**src/rtl/vedic8_seq_ctrl_if.sv**
```systemverilog
`default_nettype none
// ============================================================================
// Module   : vedic8_seq_ctrl_if
// Brief    : Operand/product handshake bundle for the sequential 8x8 multiplier.
// Revision : 1.0 - initial release
// ============================================================================
interface vedic8_seq_ctrl_if;
    logic        in_valid;
    logic        in_ready;
    logic [7:0]  a;
    logic [7:0]  b;
    logic        out_valid;
    logic        out_ready;
    logic [15:0] p;
    logic        busy;

    modport slave (
        input  in_valid, a, b, out_ready,
        output in_ready, out_valid, p, busy
    );

    modport master (
        output in_valid, a, b, out_ready,
        input  in_ready, out_valid, p, busy
    );
endinterface
`default_nettype wire

```
**src/rtl/vedic8_seq_ctrl.sv**
```systemverilog
`default_nettype none
// ============================================================================
// Module   : vedic8_seq_ctrl
// Brief    : 8x8 unsigned multiplier built by time-multiplexing one Vedic 4x4
//            core over four partial-product phases, with valid/ready handshakes.
// Revision : 1.0 - initial release
// ============================================================================

// Urdhva-tiryak 2x2 cell: crosswise terms summed with half adders.
module vedic_2x2 (
    input  wire logic [1:0] i_x,
    input  wire logic [1:0] i_y,
    output logic      [3:0] o_p
);
    logic w_t1, w_t2, w_t3, w_c1;

    always_comb begin
        w_t1   = i_x[1] & i_y[0];
        w_t2   = i_x[0] & i_y[1];
        w_t3   = i_x[1] & i_y[1];
        w_c1   = w_t1 & w_t2;
        o_p[0] = i_x[0] & i_y[0];
        o_p[1] = w_t1 ^ w_t2;
        o_p[2] = w_t3 ^ w_c1;
        o_p[3] = w_t3 & w_c1;
    end
endmodule

module vedic_4x4 (
    input  wire logic [3:0] i_x,
    input  wire logic [3:0] i_y,
    output logic      [7:0] o_p
);
    logic [3:0] w_q0, w_q1, w_q2, w_q3;

    vedic_2x2 u_q0 (.i_x(i_x[1:0]), .i_y(i_y[1:0]), .o_p(w_q0));
    vedic_2x2 u_q1 (.i_x(i_x[3:2]), .i_y(i_y[1:0]), .o_p(w_q1));
    vedic_2x2 u_q2 (.i_x(i_x[1:0]), .i_y(i_y[3:2]), .o_p(w_q2));
    vedic_2x2 u_q3 (.i_x(i_x[3:2]), .i_y(i_y[3:2]), .o_p(w_q3));

    assign o_p = {4'b0000, w_q0} + {2'b00, w_q1, 2'b00}
               + {2'b00, w_q2, 2'b00} + {w_q3, 4'b0000};
endmodule

module vedic8_seq_ctrl #(
    parameter bit ZERO_SKIP = 1'b1
) (
    input  wire logic         clk,
    input  wire logic         rst,
    vedic8_seq_ctrl_if.slave  io_bus
);
    localparam logic [1:0] S_IDLE = 2'd0;
    localparam logic [1:0] S_MUL  = 2'd1;
    localparam logic [1:0] S_DONE = 2'd2;

    logic [1:0]  r_state;
    logic [1:0]  w_next;
    logic [7:0]  r_a;
    logic [7:0]  r_b;
    logic [15:0] r_acc;
    logic [1:0]  r_phase;

    logic        w_accept;
    logic        w_zero;
    logic [3:0]  w_x;
    logic [3:0]  w_y;
    logic [7:0]  w_prod;
    logic [15:0] w_pp;

    assign w_accept = io_bus.in_valid && (r_state == S_IDLE);
    assign w_zero   = ZERO_SKIP && ((io_bus.a == 8'h00) || (io_bus.b == 8'h00));

    // Phase bit 0 picks the multiplicand nibble, bit 1 the multiplier nibble.
    assign w_x = r_phase[0] ? r_a[7:4] : r_a[3:0];
    assign w_y = r_phase[1] ? r_b[7:4] : r_b[3:0];

    vedic_4x4 u_core (.i_x(w_x), .i_y(w_y), .o_p(w_prod));

    always_comb begin
        w_pp = 16'h0000;
        case (r_phase)
            2'd0:    w_pp = {8'h00, w_prod};
            2'd1,
            2'd2:    w_pp = {4'h0, w_prod, 4'h0};
            default: w_pp = {w_prod, 8'h00};
        endcase
    end

    always_ff @(posedge clk or posedge rst) begin
        if (rst) begin
            r_state <= S_IDLE;
        end else begin
            r_state <= w_next;
        end
    end

    always_comb begin
        w_next = r_state;
        case (r_state)
            S_IDLE: begin
                if (w_accept) begin
                    w_next = w_zero ? S_DONE : S_MUL;
                end
            end
            S_MUL: begin
                if (r_phase == 2'd3) begin
                    w_next = S_DONE;
                end
            end
            S_DONE: begin
                if (io_bus.out_ready) begin
                    w_next = S_IDLE;
                end
            end
            default: w_next = S_IDLE;
        endcase
    end

    always_ff @(posedge clk or posedge rst) begin
        if (rst) begin
            r_a     <= 8'h00;
            r_b     <= 8'h00;
            r_acc   <= 16'h0000;
            r_phase <= 2'd0;
        end else if (w_accept) begin
            r_a     <= io_bus.a;
            r_b     <= io_bus.b;
            r_acc   <= 16'h0000;
            r_phase <= 2'd0;
        end else if (r_state == S_MUL) begin
            r_acc   <= r_acc + w_pp;
            r_phase <= r_phase + 2'd1;
        end
    end

    // in_ready is held low for the whole time reset is asserted.
    always_comb begin
        io_bus.in_ready  = (r_state == S_IDLE) && !rst;
        io_bus.out_valid = (r_state == S_DONE);
        io_bus.busy      = (r_state != S_IDLE);
        io_bus.p         = r_acc;
    end
endmodule
`default_nettype wire

```
**src/flat_wrapper.sv**
```systemverilog
// flat-port wrapper written by rule: the top's interface ports become plain ports
module vedic8_seq_ctrl_flat 
#(
    parameter bit ZERO_SKIP = 1'b1
)
  (clk, rst, io_bus_in_valid, io_bus_a, io_bus_b, io_bus_out_ready, io_bus_in_ready, io_bus_out_valid, io_bus_p, io_bus_busy);
  vedic8_seq_ctrl_if io_bus_i ();
  input  wire logic clk;
  input  wire logic rst;
  input wire logic [$bits(io_bus_i.in_valid)-1:0] io_bus_in_valid;
  input wire logic [$bits(io_bus_i.a)-1:0] io_bus_a;
  input wire logic [$bits(io_bus_i.b)-1:0] io_bus_b;
  input wire logic [$bits(io_bus_i.out_ready)-1:0] io_bus_out_ready;
  output wire logic [$bits(io_bus_i.in_ready)-1:0] io_bus_in_ready;
  output wire logic [$bits(io_bus_i.out_valid)-1:0] io_bus_out_valid;
  output wire logic [$bits(io_bus_i.p)-1:0] io_bus_p;
  output wire logic [$bits(io_bus_i.busy)-1:0] io_bus_busy;
  assign io_bus_i.in_valid = io_bus_in_valid;
  assign io_bus_i.a = io_bus_a;
  assign io_bus_i.b = io_bus_b;
  assign io_bus_i.out_ready = io_bus_out_ready;
  assign io_bus_in_ready = io_bus_i.in_ready;
  assign io_bus_out_valid = io_bus_i.out_valid;
  assign io_bus_p = io_bus_i.p;
  assign io_bus_busy = io_bus_i.busy;
  vedic8_seq_ctrl #(.ZERO_SKIP(ZERO_SKIP)) u_core (.clk(clk), .rst(rst), .io_bus(io_bus_i));
endmodule
```
**config.mk**
```make
export PLATFORM = sky130hd
export DESIGN_NAME = vedic8_seq_ctrl_flat
export DESIGN_NICKNAME = d
export VERILOG_FILES = /design/src/rtl/vedic8_seq_ctrl_if.sv /design/src/rtl/vedic8_seq_ctrl.sv /design/src/flat_wrapper.sv
export SDC_FILE = /design/constraint.sdc
export NUM_CORES = 1
export LEC_CHECK = 0
export CAP_MARGIN = 10
export CORE_UTILIZATION = 45
export DETAILED_ROUTE_END_ITERATION = 8
export PLACE_DENSITY_LB_ADDON = 0.1
export SYNTH_ARGS = -nofsm -noshare
export SYNTH_HDL_FRONTEND = slang
export SYNTH_SLANG_ARGS = --single-unit
```
**constraint.sdc**
```tcl
create_clock -name clk -period 5.34 [get_ports clk]
set_input_delay 0.534 -clock clk [delete_from_list [all_inputs] [get_ports clk]]
set_output_delay 0.534 -clock clk [all_outputs]
set_load 0.01 [all_outputs]
```
==> metrics.md, run 1 <==
| Metric | Value |
|---|---|
| Most frequent CP cell | `ha_1` |
| Relative slew margins | `a little over two fifths` |
| Netlist cell types | `54` |
| Initial antenna violation count | `0` |
| Clock H-tree levels | `2` |
| Gpl congestion | `0.922` |
| Register area share after synthesis | `just over 30%` |
| Layout cells sized above 1 | `around an eighth` |
| Die W | `between 80 and 90 µm` |
| Total gr overflow | `0` |
| Via count | `2,439` |
| Outcome | `finished clean` |
| Clock tree buffer depth | `2` |
| Asr flop ratio synth | `100%` |
| Slew Viols, Final | `0` |
| Vias in the first global route | `roughly 2.5k` |
| Final TNS setup | `0 ns` |
| Post-CTS setup repair buffer count | `0` |
| Post-route ant nets | `0` |
| Root buf cell | `clkbuf_8` |
| Clock skew | `between 0.009 and 0.01 ns` |
| Total GRT Usage | `20.3%` |
| Drt via density | `between 5 and 6` |
| First DRT Iteration DRCs | `72` |
| CP arrival | `between 5 and 6 ns` |
| Critical Path Max Stage Delay | `roughly 0.51 ns` |
| Syn Nets | `between 300 and 400` |
| Core box area | `roughly 6400 µm²` |
| CP startpoint kind | `flip-flop` |
| First-pass GRT wire length | `roughly 12,000 µm` |
| Yosys top cell by area | `dfrtp_1` |
| CP Data Required Time | `between 5 and 6 ns` |
| Layout Cells excl Fill | `between 400 and 500` |
| Top post-synthesis cells by count | `dfrtp_1, nand2_1, ha_1, inv_1, nor2_1` |
| # port buffers | `38` |
| Top FF cell, synth | `dfrtp_1` |
| Hold Crit Class | `flip-flop to flip-flop` |
| # diodes | `0` |
| CTS Sinks | `36` |
| F_max | `between 200 and 250 MHz` |
| Clock transition at path regs | `roughly 0.08 ns` |
| Crit path cell chain | `mux2i_4, nor2_1, ha_1, ha_1, inv_1, fa_1, inv_1, ha_1, inv_1, fa_1, nor2b_2, o31a_1, xnor2_1, nand2_1, o21ai_0, ha_1, nand2_1, nor2_1, a221oi_1, o21ai_1, xor2_1, a22o_1` |
| Die Area | `about 7000 µm²` |
| Most common cell in the netlist | `dfrtp_1` |
| Initial core utilization | `approximately 47%` |
| Synth Register Bits | `36` |
| Wire per inst | `~15 µm` |
| Area Growth Syn to Fin | `18.8%` |
| Crit Path Max Fanout | `8` |
| DR pass1 iterations | `4` |
| Final Net Count | `420` |
| Setup crit end kind | `flip-flop` |
| Mapped Cells | `332` |
| CTS buffer count | `5` |
| Fin crit share | `between 90% and 100%` |
| Skew-Pair Late Insertion Delay | `about 0.30 ns` |
| Hpwl dp | `approximately 5100 µm` |
| Max-cap viol count | `0` |
| Setup Viol. Count Final | `0` |
| CP max stage cell | `dfrtp_2` |
| Routed wire length | `approximately 6600 µm` |
| Unrepaired setup endpoints after global routing | `no` |
| Pin count of the biggest net entering global routing | `37` |
| Io pins | `39` |
| Rows | `29` |
| Post-synth EDFFs | `0` |
| Synth Cell Area | `between 2000 and 3000 µm²` |
| Residual DRC | `0` |
| Period minus WS final | `about 4.9 ns` |
| Pin slew with the least headroom to its limit | `0.872 ns` |
| Yosys warns | `0` |
| Yosys top cell area share | `30.2%` |
| Largest cells by area after synthesis | `dfrtp_1, ha_1, mux2_2` |
| Inst Count DP | `roughly 430` |
| Mean post-synth cell area | `approximately 9.0 µm²` |
| Final Hold Violating Endpoints | `0` |
| DIE HEIGHT | `around 83 µm` |
| TritonCTS clock tree | `yes` |
| Critical path type | `flip-flop to flip-flop` |
-- logic make-up after synthesis --
| logic type | count (synthesis) | share of synthesized area (%) |
|---|---|---|
| adders and majority gates | 36 | 16.6 |
| muxes | 25 | 9.06 |
| DFF | 36 | 30.2 |
| and+or+nand+nor | 100 | 16.3 |
| AOI/OAI and AO/OA | 78 | 17.1 |
| buffers and inverters | 42 | 6.33 |
| xor gates and xnor gates | 15 | 4.40 |
-- flip-flops by register name, summed over array words and instances (netlist names) --
| signal | cells |
|---|---|
| u_core.io_bus.p | 16 |
| u_core.r_a | 8 |
| u_core.r_b | 8 |
| u_core.r_phase | 2 |
| u_core.r_state | 2 |
-- final timing paths --
kind	slack, ns	from	depth (start not counted)	endpoint
max in group asynchronous	4.32	rst	3	u_core.r_phase[0]
max reg2reg	0.48	u_core.r_phase[1]	22	u_core.io_bus.p[15]
min	0.51	u_core.r_a[3]	1	u_core.r_a[3]
max	0.48	u_core.r_phase[1]	22	u_core.io_bus.p[15]
min in group asynchronous	0.67	rst	3	u_core.io_bus.p[0]
min reg2reg	0.51	u_core.r_a[3]	1	u_core.r_a[3]
-- per-stage QoR --
stage / hold WS, ns / util (%) / setup WS [ns] / cell area [µm²]
2_1_floorplan: 0.480 / - / 0.728 / 2980
3_3_place_gp: 0.492 / 53.0 / 0.340 / 3380
3_5_place_dp: 0.497 / 53.0 / 0.272 / 3380
4_1_cts: 0.514 / 54.7 / 0.243 / 3490
5_1_grt: 0.527 / 55.5 / 0.0459 / 3540
6_report: 0.512 / 55.5 / 0.478 / 3540
-- per-layer routing --
metal	vias to the layer above	track usage [%]	wire, µm
li1	1232	-	-
met4	0	6.47	76
met2	43	35.7	3270
met1	1156	25.6	3040
met5	-	0	0
met3	8	2.88	182
-- cells in the final DEF, fill, tap and decap left out, drive strengths merged, types with 16 or more instances in the layout --
cell           synthesis  final
mux2                  16     16
dfrtp                 36     36
clkdlybuf4s50          0     38
nor2                  30     30
nand2                 31     31
a21oi                 22     22
o21ai                 20     20
ha                    30     30
inv                   28     28
-- layout make-up --
cell class	instances	area [µm²]
Clock inverter	2	35.0
Tap cell	77	96.3
Sequential cell	36	903
Multi-Input combinational cell	254	1940
Timing Repair Buffer	39	388
Fill cell	600	2840
Clock buffer	6	72.6
Inverter	28	105
-- worst max-delay path: cells and delay by family (launching register included) --
| kind | cells | cell delay (ns) |
|---|---|---|
| xor+xnor | 2 | 0.36 |
| buf+inv | 3 | 0.17 |
| flops | 1 | 0.51 |
| fa+ha+maj | 6 | 1.79 |
| compound gates | 5 | 1.00 |
| simple gates | 5 | 0.56 |
| mux | 1 | 0.35 |
-- timing repair --
item                                    in CTS  in global routing
hold buffers                                 0                  0
resized for setup                            0                 11
endpoints found under the setup margin       0                  7
Power of run 1 is left out: the tool's default activity adds up to more than one toggle a clock period on the data nets, which glitch-free logic cannot reach.
==> run 2, diff against run 1 <==
clock period = 5.65 ns   (was 5.34 ns; I/O delays follow)
==> metrics.md, run 2 (synthesis results as in run 1) <==
| Metric | Value |
|---|---|
| Outcome | `finished clean (unchanged)` |
| # diodes | `0 (unchanged)` |
| Die W | `83.4 µm (unchanged)` |
| DR pass1 iterations | `4 (unchanged)` |
| CP max stage cell | `dfrtp_1 (was dfrtp_2)` |
| Max FFs per register | `16 (unchanged)` |
| CTS Sinks | `36 (unchanged)` |
| Post-route ant nets | `0 (unchanged)` |
| Max-cap viol count | `0 (unchanged)` |
| Final core occ | `54.7% (was 55.5%)` |
| DIE HEIGHT | `83.4 µm (unchanged)` |
| Final Hold Violating Endpoints | `0 (unchanged)` |
| Area Growth Syn to Fin | `17.0% (was 18.8%)` |
| Initial core utilization | `46.7% (unchanged)` |
| Reg2reg setup slack | `0.51 ns (was 0.48 ns)` |
| Hold Crit Class | `flip-flop to flip-flop (unchanged)` |
| CTS buffer count | `5 (unchanged)` |
| Total GRT Usage | `20.5% (was 20.3%)` |
| Residual DRC | `0 (unchanged)` |
| CP arrival | `5.32 ns (was 5.04 ns)` |
| Rows | `29 (unchanged)` |
| Wire per inst | `14.9 µm (about the same)` |
| First DRT Iteration DRCs | `103 (was 72)` |
| CP startpoint kind | `flip-flop (unchanged)` |
| Post-CTS setup repair buffer count | `0 (unchanged)` |
| Crit path cell chain | `mux2i_1, nor2_1, ha_1, ha_1, inv_1, fa_1, inv_1, ha_1, inv_1, fa_1, nor2b_1, o31a_1, xnor2_1, a22oi_1, nor2_1, ha_1, inv_1, a2111oi_2, nor2_1, o21ai_1, xor2_1, a22o_1 (was mux2i_4, nor2_1, ha_1, ha_1, inv_1, fa_1, inv_1, ha_1, inv_1, fa_1, nor2b_2, o31a_1, xnor2_1, nand2_1, o21ai_0, ha_1, nand2_1, nor2_1, a221oi_1, o21ai_1, xor2_1, a22o_1)` |
| Clock skew | `0.0118 ns (was 0.00921 ns)` |
| Worst hold endpoint | `u_core.r_a[4] (was u_core.r_a[3])` |
| Final worst slack | `0.514 ns (was 0.478 ns)` |
| Slew Viols, Final | `0 (unchanged)` |
| Most frequent cells in the layout | `clkdlybuf4s50_1, dfrtp_1, nand2_1 (unchanged)` |
| Total gr overflow | `0 (unchanged)` |
| Crit Path Max Fanout | `9 (was 8)` |
| Critical path type | `flip-flop to flip-flop (unchanged)` |
| Hold Crit Start | `u_core.r_a[4] (was u_core.r_a[3])` |
| Root buf cell | `clkbuf_8 (unchanged)` |
| Critical Path Max Stage Delay | `0.53 ns (was 0.51 ns)` |
| Commonest non-fill, non-tap cell in the layout | `clkdlybuf4s50_1 (unchanged)` |
| CP Data Required Time | `5.83 ns (was 5.52 ns)` |
| Gpl congestion | `0.923 (was 0.922)` |
| Clock H-tree levels | `2 (unchanged)` |
| Worst R2R Path Depth | `22 (unchanged)` |
| Unrepaired setup endpoints after global routing | `no (unchanged)` |
| Final Net Count | `420 (unchanged)` |
| Io pins | `39 (unchanged)` |
| Hpwl dp | `5140 µm (was 5100 µm)` |
| Clock transition at path regs | `0.07 ns (was 0.08 ns)` |
| Via count | `2,423 (was 2,439)` |
| Core box area | `6390 µm² (unchanged)` |
| First-pass GRT wire length | `11,500 µm (about the same)` |
| Hold buffers post-CTS | `0 (unchanged)` |
| Pin count of the biggest net entering global routing | `37 (unchanged)` |
| Pin slew with the least headroom to its limit | `0.854 ns (was 0.872 ns)` |
| Initial antenna violation count | `0 (unchanged)` |
| F_max | `195 MHz (was 206 MHz)` |
| Layout cells sized above 1 | `10.1% (was 12.3%)` |
| Worst R2R End | `u_core.io_bus.p[15] (unchanged)` |
| Die Area | `6960 µm² (unchanged)` |
| Drt via density | `5.48 (was 5.52)` |
| Skew-Pair Late Insertion Delay | `0.30 ns (about the same)` |
| Period minus WS final | `5.14 ns (was 4.86 ns)` |
| WHS Path Cells | `1 (unchanged)` |
| Critical path startpoint | `u_core.r_phase[0] (was u_core.r_phase[1])` |
| TritonCTS clock tree | `yes (unchanged)` |
| FF-to-FF Start | `u_core.r_phase[0] (was u_core.r_phase[1])` |
| Setup Viol. Count Final | `0 (unchanged)` |
| Final TNS setup | `0 ns (unchanged)` |
| Clock tree buffer depth | `2 (unchanged)` |
| Fin crit share | `90.9% (was 91.1%)` |
| Vias in the first global route | `2,448 (was 2,454)` |
| Setup crit end kind | `flip-flop (unchanged)` |
| Relative slew margins | `43.0% (was 41.8%)` |
| # resized after CTS | `0 (unchanged)` |
| # port buffers | `38 (unchanged)` |
| Routed wire length | `6580 µm (was 6570 µm)` |
| Pre-CTS setup slack | `0.552 ns (was 0.272 ns)` |
==> run 2: cell counts in the layout (fill, tap and decap cells not counted) <==
No cell type changed its count.
==> run 2: worst max-delay path by stage <==
stage | end | slack [ns]
final | u_core.io_bus.p[15] | 0.51
after global routing | u_core.io_bus.p[11] | 0.04
after CTS | u_core.io_bus.p[15] | 0.54
after detailed placement | u_core.io_bus.p[15] | 0.55
after global placement | u_core.io_bus.p[15] | 0.65
after floorplan | u_core.io_bus.p[15] | 1.04
==> run 2: critical path: cells and delay by family (launching register included) <==
kind                       cells  cell delay [ns]
adders and majority gates      6             1.81
AOI/OAI and AO/OA              5             1.11
and+or+nand+nor                4             0.55
DFF                            1             0.53
muxes                          1             0.51
buffers and inverters          4             0.28
xor gates and xnor gates       2             0.23
==> run 2: metrics by stage <==
step                hold WS, ns  cell area, µm²  std cells
finish                    0.514            3490        442
floorplan                 0.480            2980        332
detailed placement        0.500            3380        434
CTS                       0.517            3490        442
global route              0.529            3490        442
global placement          0.492            3380        434
==> run 2: cell type report <==
class / instances / area, µm²
inverter: 28 / 105
sequential: 36 / 901
fill: 625 / 2890
timing repair buffer: 39 / 388
clock inverter: 2 / 35.0
clock buffer: 6 / 72.6
tap: 77 / 96.3
multi-input combinational: 254 / 1890
==> run 2: per-layer routing <==
layer | global-route usage, % | part of all wire, % | vias up
li1 | - | - | 1233
met2 | 37.2 | 51 | 36
met5 | 0 | 0 | -
met4 | 5.55 | 1.0 | 0
met1 | 24.9 | 46 | 1149
met3 | 3.78 | 2.2 | 5
Power of run 2 is left out for the same reason.
==> RTL edit: new RTL, flow settings as in run 1 <==
`ZERO_SKIP` is set to 1'b1 in 2 places; all go to 1'b0.
--- a/src/rtl/vedic8_seq_ctrl.sv
+++ b/src/rtl/vedic8_seq_ctrl.sv
@@ -45,3 +45,3 @@
 module vedic8_seq_ctrl #(
-    parameter bit ZERO_SKIP = 1'b1
+    parameter bit ZERO_SKIP = 1'b0
 ) (
--- a/src/flat_wrapper.sv
+++ b/src/flat_wrapper.sv
@@ -3,3 +3,3 @@
 #(
-    parameter bit ZERO_SKIP = 1'b1
+    parameter bit ZERO_SKIP = 1'b0
 )
Check against the original RTL: not equivalent (a bounded check fails within 4 cycles, from zero or initial values and one cycle with rst high).
==> RTL edit against run 1 <==
Synthesized area down 6.9%; wire length down 9.6%; design area down 2.7%; worst setup slack worse by 110 ps; hold slack better by 1.7 ps; sequential cell count unchanged; critical endpoint unchanged.
Power is left out: the tool's default activity adds up to more than one toggle a clock period on the data nets, which glitch-free logic cannot reach.
==> RTL edit: results (changes against run 1) <==
Worst rel slew slack: 47.2% (+5.4 points)
WL per Instance: 14.5 µm (-2.8%)
Post-Synthesis Cells: 293 (-12%)
DPL Wire Length: 4590 µm (-10%)
Gpl congestion: 0.811 (-12%)
Crit path DAT: 5140 ps (+100 ps)
Most instantiated cells after synthesis: dfrtp_1, inv_1, ha_1
Syn_nets: 349 (-10%)
Dpl cells: 398 (-8.3%)
Outcome: complete, no violations
Initial DRC Count: 40 (-44%)
Final hold violations: 0 (unchanged)
Register area share after synthesis: 32.4% (+2.2 points)
Global Route met2 Usage: 35.8% (+0.070 points)
GR Layer Usage met3: 4.66% (+1.8 points)
Met1 wire length: 2720 µm (-10%)
First-pass GRT wire length: 10200 µm (-11%)
Fraction of layout cells with a size suffix above 1: 15.8% (+3.4 points)
Critical path peak fanout: 6 (-2)
Top post-synthesis cells by area: dfrtp_1, ha_1, mux2_2
DR vias/cell: 5.25 (-4.9%)
Met3 WL: 193 µm (+6.0%)
Num CTS Buffers: 5 (unchanged)
Via count: 2157 (-12%)
# nets final: 392 (-6.7%)
Core area: 5920 µm² (-7.3%)
Placed Area: 3220 µm² (-4.7%)
DP Worst Slack: 166 ps (-106 ps)
WL met2: 2930 µm (-10%)
Met1 usage: 25.1% (-0.44 points)
Total track usage: 20.8% (+0.49 points)
Clock Skews: 10.6 ps (+1.41 ps)
RTL edit: cell count changes after synthesis, sizes merged, moves of 4 or more:
cell   before  now
a21oi      22   18
nand2      31   27
nor2       30   22
buf         6    1
nand3       6    2
RTL edit: kinds of logic after synthesis:
logic type / share of synthesized area [%]
AO/OA/AOI/OAI: 16.8
XOR/XNOR: 5.36
adder cells (fa/ha/maj): 17.8
buffers and inverters: 5.45
flip-flops: 32.4
multiplexers: 10.1
AND/OR/NAND/NOR: 12.1
RTL edit: layout make-up:
class	instances	area, µm²
Sequential cell	36	903
Timing Repair Buffer	45	433
Tap cell	75	93.8
Clock buffer	7	96.3
Multi-Input combinational cell	217	1810
Inverter	31	116
Fill cell	538	2470
RTL edit: worst paths after layout:
path	slack, ps	depth (start not counted)	to	start
setup / recovery	370	22	u_core.io_bus.p[15]$_DFFE_PP0P_	u_core.r_phase[0]$_DFFE_PP0P_
hold / removal	510	1	u_core.r_b[2]$_DFFE_PP0P_	u_core.r_b[2]$_DFFE_PP0P_
setup reg to reg	370	22	u_core.io_bus.p[15]$_DFFE_PP0P_	u_core.r_phase[0]$_DFFE_PP0P_
hold reg to reg	510	1	u_core.r_b[2]$_DFFE_PP0P_	u_core.r_b[2]$_DFFE_PP0P_
max in group asynchronous	4320	3	u_core.r_phase[0]$_DFFE_PP0P_	rst
min in group asynchronous	680	3	u_core.r_a[4]$_DFFE_PP0P_	rst
RTL edit: worst max-delay path: cells and delay by family (launching register included):
kind | cells | cell delay [ps]
xor gates and xnor gates | 2 | 390
buffers and inverters | 3 | 270
muxes | 1 | 300
adders and majority gates | 5 | 1850
and+or+nand+nor | 4 | 310
AOI/OAI and AO/OA | 7 | 1210
DFF | 1 | 520
